$ cat src/rtl/ark_pkg.sv
// Shared definitions for the word-serial AddRoundKey stage: FSM state
// encoding, the default AES block width, and the word-slice index helper.
package ark_pkg;

    // Control states: waiting for a key, collecting words, presenting a block
    typedef enum logic [1:0] {
        NOKEY = 2'd0,
        LOAD  = 2'd1,
        HOLD  = 2'd2
    } ark_state_t;

    localparam int AES_BLOCK_W = 128;

    // MSB index of word slice k; word 0 occupies the most significant bits
    function automatic int key_slice_msb(input int k, input int word_w, input int block_w);
        return block_w - 1 - k * word_w;
    endfunction

endpackage

$ cat src/rtl/round_key_xor_serial.sv
// round_key_xor_serial: collects one BLOCK_W-bit block from a WORD_W-bit
// stream, XORs each word with the matching slice of a latched round key and
// presents the whitened block on a valid/ready output.
// Optional feature macro: ARK_BYPASS_EN adds a per-block `bypass` input that
// stores words without the key XOR.
module round_key_xor_serial
    import ark_pkg::*;
#(
    parameter int WORD_W  = 8,
    parameter int BLOCK_W = AES_BLOCK_W
) (
    input  logic               clk,
    input  logic               rst_n,
`ifdef ARK_BYPASS_EN
    input  logic               bypass,
`endif
    input  logic [BLOCK_W-1:0] key_in,
    input  logic               key_valid,
    output logic               key_ready,
    input  logic [WORD_W-1:0]  in_data,
    input  logic               in_valid,
    output logic               in_ready,
    output logic [BLOCK_W-1:0] out_data,
    output logic               out_valid,
    input  logic               out_ready
);

    localparam int NWORDS = BLOCK_W / WORD_W;
    localparam int CNT_W  = (NWORDS > 1) ? $clog2(NWORDS) : 1;
    localparam logic [CNT_W-1:0] LAST_CNT = CNT_W'(NWORDS - 1);

    ark_state_t         state_reg;
    logic [CNT_W-1:0]   cnt_reg;
    logic [BLOCK_W-1:0] key_reg;
    logic [BLOCK_W-1:0] acc_reg;
    logic [BLOCK_W-1:0] acc_next;
    logic [BLOCK_W-1:0] key_src;
    logic [WORD_W-1:0]  key_words [NWORDS];
    logic [WORD_W-1:0]  word_x;
    logic               key_take;
    logic               word_take;
    logic               first_word;

    // Handshake flags are decoded from state/cnt only, never from valid inputs
    assign first_word = (cnt_reg == '0);
    assign key_ready  = (state_reg == NOKEY) || ((state_reg == LOAD) && first_word);
    assign in_ready   = (state_reg == LOAD);
    assign out_valid  = (state_reg == HOLD);
    assign out_data   = acc_reg;

    assign key_take  = key_valid && key_ready;
    assign word_take = in_valid && in_ready;

    // A key arriving together with word 0 must whiten that word, so the
    // incoming key bypasses the register for the XOR
    assign key_src = (state_reg == LOAD && key_take) ? key_in : key_reg;

    // Split the active key into per-word slices
    generate
        for (genvar gi = 0; gi < NWORDS; gi++) begin : g_key_words
            assign key_words[gi] = key_src[key_slice_msb(gi, WORD_W, BLOCK_W) -: WORD_W];
        end
    endgenerate

`ifdef ARK_BYPASS_EN
    logic bypass_reg;
    logic bypass_eff;

    // Word 0 uses the live bypass input; later words use the latched copy
    assign bypass_eff = first_word ? bypass : bypass_reg;
    assign word_x     = bypass_eff ? in_data : (in_data ^ key_words[cnt_reg]);

    // Latch the bypass choice together with word 0 of each block
    always_ff @(posedge clk or negedge rst_n) begin
        if (!rst_n) begin
            bypass_reg <= 1'b0;
        end else if (word_take && first_word) begin
            bypass_reg <= bypass;
        end
    end
`else
    assign word_x = in_data ^ key_words[cnt_reg];
`endif

    // Merge the current whitened word into its slot of the accumulator
    always_comb begin
        acc_next = acc_reg;
        if (word_take) begin
            acc_next[key_slice_msb(int'(cnt_reg), WORD_W, BLOCK_W) -: WORD_W] = word_x;
        end
    end

    // Control FSM with word counter, key register and block accumulator
    always_ff @(posedge clk or negedge rst_n) begin
        if (!rst_n) begin
            state_reg <= NOKEY;
            cnt_reg   <= '0;
            key_reg   <= '0;
            acc_reg   <= '0;
        end else begin
            case (state_reg)
                NOKEY: begin
                    if (key_valid) begin
                        key_reg   <= key_in;
                        cnt_reg   <= '0;
                        state_reg <= LOAD;
                    end
                end
                LOAD: begin
                    if (key_take) begin
                        key_reg <= key_in;
                    end
                    if (word_take) begin
                        acc_reg <= acc_next;
                        if (cnt_reg == LAST_CNT) begin
                            cnt_reg   <= '0;
                            state_reg <= HOLD;
                        end else begin
                            cnt_reg <= cnt_reg + CNT_W'(1);
                        end
                    end
                end
                HOLD: begin
                    if (out_ready) begin
                        cnt_reg   <= '0;
                        state_reg <= LOAD;
                    end
                end
                default: begin
                    state_reg <= NOKEY;
                    cnt_reg   <= '0;
                end
            endcase
        end
    end

endmodule

$ cat config.mk
export PLATFORM = sky130hd
export DESIGN_NAME = round_key_xor_serial
export DESIGN_NICKNAME = d
export VERILOG_FILES = /design/src/rtl/ark_pkg.sv /design/src/rtl/round_key_xor_serial.sv
export SDC_FILE = /design/constraint.sdc
export NUM_CORES = 1
export LEC_CHECK = 0
export CAP_MARGIN = 40
export CORE_ASPECT_RATIO = 0.75
export CORE_MARGIN = 4
export CORE_UTILIZATION = 50
export DETAILED_ROUTE_END_ITERATION = 10
export PLACE_DENSITY = 0.89
export SETUP_SLACK_MARGIN = 0.4
export SLEW_MARGIN = 30
export SYNTH_ARGS = -nofsm -noshare
export SYNTH_HDL_FRONTEND = slang
export SYNTH_SLANG_ARGS = --single-unit
$ cat constraint.sdc
create_clock -name clk -period 6.1 [get_ports clk]
set_input_delay 0.61 -clock clk [delete_from_list [all_inputs] [get_ports clk]]
set_output_delay 0.61 -clock clk [all_outputs]
set_load 0.005 [all_outputs]
==> flow_summary_export.csv <==
group,metric,value,unit
synthesis,yosys_warnings,0,
timing,fin_skew,0.0131,ns
setup_path,start_kind,"flip-flop",
detailed_routing,wl,38100,um
timing,worstMarginPinSlew,0.918,ns
floorplanning,start_util,51.2,%
timing,holdWs,0.0932,ns
clock_tree,cts_buffer_depth,3,
clock_tree,cts-root-buf,"clkbuf_16",
detailed_routing,ant_nets,0,
run,max_cap_violations,0,
floorplanning,fp.dieW,186,um
power_and_ir_drop,p_int,4.91,mW
power_and_ir_drop,combinationalPowerShare,44.5,%
setup_path,cp.required,6.51,ns
power_and_ir_drop,power.density,494,mW/mm^2
synthesis,synth_top_flop_cell,"dfrtp_1",
power_and_ir_drop,p_total,7.81,mW
floorplanning,die_area,0.0263,sq mm
finish,fillers,1688,
synthesis,synth-edff-count,0,
timing,rsz0062_at_grt,"false",
synthesis,synth-seq-cells,262,
power_and_ir_drop,power_leakage,6.52,nW
power_and_ir_drop,switchingPower,2.91,mW
clock_tree,cts_inserted_buffers,27,
timing,relSlewSlack,38.8,%
clock_tree,clk_pin_slew,0.06,ns
synthesis,avgSynthCellArea,11.6,sq um
setup_path,end_kind,"flip-flop",
status,status,"finished, final reports clean",
timing,final-setup-viol-count,0,
detailed_routing,vias_per_cell,6.13,
clock_tree,cts_hold_buf,0,
clock_tree,cts_tree,"yes",
synthesis,synth_area,0.0119,sq mm
synthesis,async_reset_ff_share,100,%
detailed_routing,drt_first_pass_iters,5,
synthesis,synthDistinctLibCells,57,
power_and_ir_drop,seq_power_share,34.1,%
global_routing,overflow,0,
synthesis,yosys.area.top_type_share,55.2,%
floorplanning,core_area,0.0232,sq mm
timing,tns,0,ns
detailed_routing,wl_per_cell,23.9,um
clock_tree,clkSinkCount,262,
power_and_ir_drop,irDropWorstVdd,0.323,mV
timing,hold_violations,0,
setup_path,rr_worst_depth,8,
hold_path,hp-class,"in -> async",
global_routing,grt_antenna_before_repair,2,
setup_path,crit_arrival,4.62,ns
placed_design,place.port_buffers,271,
timing,finalCritPeriodShare,69.0,%
clock_tree,clock_latency,0.53,ns
power_and_ir_drop,p_sw_share,37.2,%
detailed_routing,drc,0,
detailed_routing,dr_total_vias,9775,
placed_design,dp_cells,1546,
synthesis,synthCells,1019,
finish,final_util,68.2,%
floorplanning,io_pins,272,
finish,fin_cells,1595,
synthesis,yosys.area.top_type,"dfrtp_1",
finish,syn_to_final_growth,33.2,%
power_and_ir_drop,clkPwrFrac,21.4,%
global_routing,grt_pass1_wl,58800,um
finish,final_nets,1424,
floorplanning,num_rows,48,
finish,antenna_cells,0,
global_routing,grt_use_total,28.7,%
timing,final-max-slew-violation-count,0,
synthesis,yosys-top-cells-area,"dfrtp_1, mux2_2, nand2_1",
floorplanning,die_y,141,um
synthesis,ys_seq_area_share,55.2,%
clock_tree,cts_resized,0,
setup_path,r2r_slack,1.89,ns
clock_tree,cts_setup_buffers,0,
clock_tree,htree_levels,1,
detailed_routing,drt-initial-drc-count,1020,
synthesis,synth_nets,1166,
placed_design,place_hpwl,27400,um
setup_path,path_max_fanout,19,
timing,max_freq,0.237,GHz
placed_design,globalplace.congestion,0.877,
timing,fin_crit,4.21,ns
global_routing,grt_pass1_vias,10200,
setup_path,crit_type,"reg -> reg",
global_routing,grt_max_degree,159,
finish,drive_gt1_share,18.4,%
cells by family (layout without fill, tap and decap cells):
logic type,after synthesis,count (layout),synth area share [%]
AND/OR/NAND/NOR,262,262,10.2
flip-flops,262,262,55.2
buffers and inverters,65,341,2.73
adder cells (fa/ha/maj),6,6,0.632
XOR/XNOR,12,12,1.01
AO/OA/AOI/OAI,238,238,12.2
multiplexers,174,174,18.0
power groups by stage:
stage / clock network, mW / logic (mW) / registers, mW
after floorplan: 0 / 2.15 / 2.58
after global placement: 0 / 3.17 / 2.63
after detailed placement: 0 / 3.38 / 2.68
after CTS: 1.68 / 3.41 / 2.66
after global routing: 1.75 / 3.73 / 2.72
final: 1.67 / 3.48 / 2.66
cells in the final DEF (no fill, tap or decap), drive strengths merged, types with 6 or more instances in the layout:
master,instances
nor2b,6
nand3,31
nand2,166
clkinv,6
nand4,10
buf,19
clkdlybuf4s50,270
inv,6
o22ai,7
o21a,8
mux2i,21
a211oi,16
a211o,8
a31oi,14
nor2,10
clkbuf,37
o21ai,148
ha,6
mux2,135
xnor2,9
mux4,18
dfrtp,262
and3,17
a21oi,9
per-stage QoR:
stage | cell area [sq um] | setup WS, ns
6_report | 15800 | 1.89
5_1_grt | 15800 | 1.60
4_1_cts | 15800 | 1.86
3_5_place_dp | 14900 | 1.70
3_3_place_gp | 14800 | 1.84
2_1_floorplan | 11900 | 2.28
layout make-up:
class | instances | area [sq um] | share of cell area (%)
Sequential cell | 262 | 6560 | 41.5
Multi-Input combinational cell | 692 | 5070 | 32.1
Timing Repair Buffer | 289 | 2910 | 18.4
Clock buffer | 37 | 753 | 4.76
Tap cell | 300 | 375 | 2.37
Clock inverter | 10 | 129 | 0.815
Inverter | 5 | 18.8 | 0.119
synthesized netlist by cell type (all sizes together), types with 14 or more instances:
cell,n
mux2,135
a211oi,16
mux4,18
buf,40
nand2,166
clkbuf,20
o21ai,148
and3,17
nand3,31
a31oi,14
mux2i,21
dfrtp,262
metal layers:
metal  wire length, um  share of wire, %  up-vias  track usage [%]
met4              1090               2.9        4             6.90
li1                  -                 -     4202                -
met3              3810                10       84             6.43
met1             16000                42     4891             42.1
met2             17200                45      594             44.1
met5                21             0.055        -                0
final timing paths:
check                                            to                startpoint
setup / recovery            out_data[2]$_DFFE_PN0P_    cnt_reg[3]$_DFFE_PN0P_
hold / removal              key_reg[85]$_DFFE_PN0P_                     rst_n
setup reg to reg            out_data[2]$_DFFE_PN0P_    cnt_reg[3]$_DFFE_PN0P_
hold reg to reg            out_data[75]$_DFFE_PN0P_  out_data[75]$_DFFE_PN0P_
max in group asynchronous    cnt_reg[0]$_DFFE_PN0P_                     rst_n
min in group clk           out_data[75]$_DFFE_PN0P_  out_data[75]$_DFFE_PN0P_
critical path, stage by stage (launching register included):
cell,delay [ns]
dfrtp_1,0.69
nand4bb_2,0.63
nor2_4,0.57
buf_4,0.42
mux4_2,0.55
a22o_1,0.27
a221oi_2,0.32
xor2_2,0.25
o41ai_1,0.38
No activity file was read; power rests on OpenSTA's default activity.
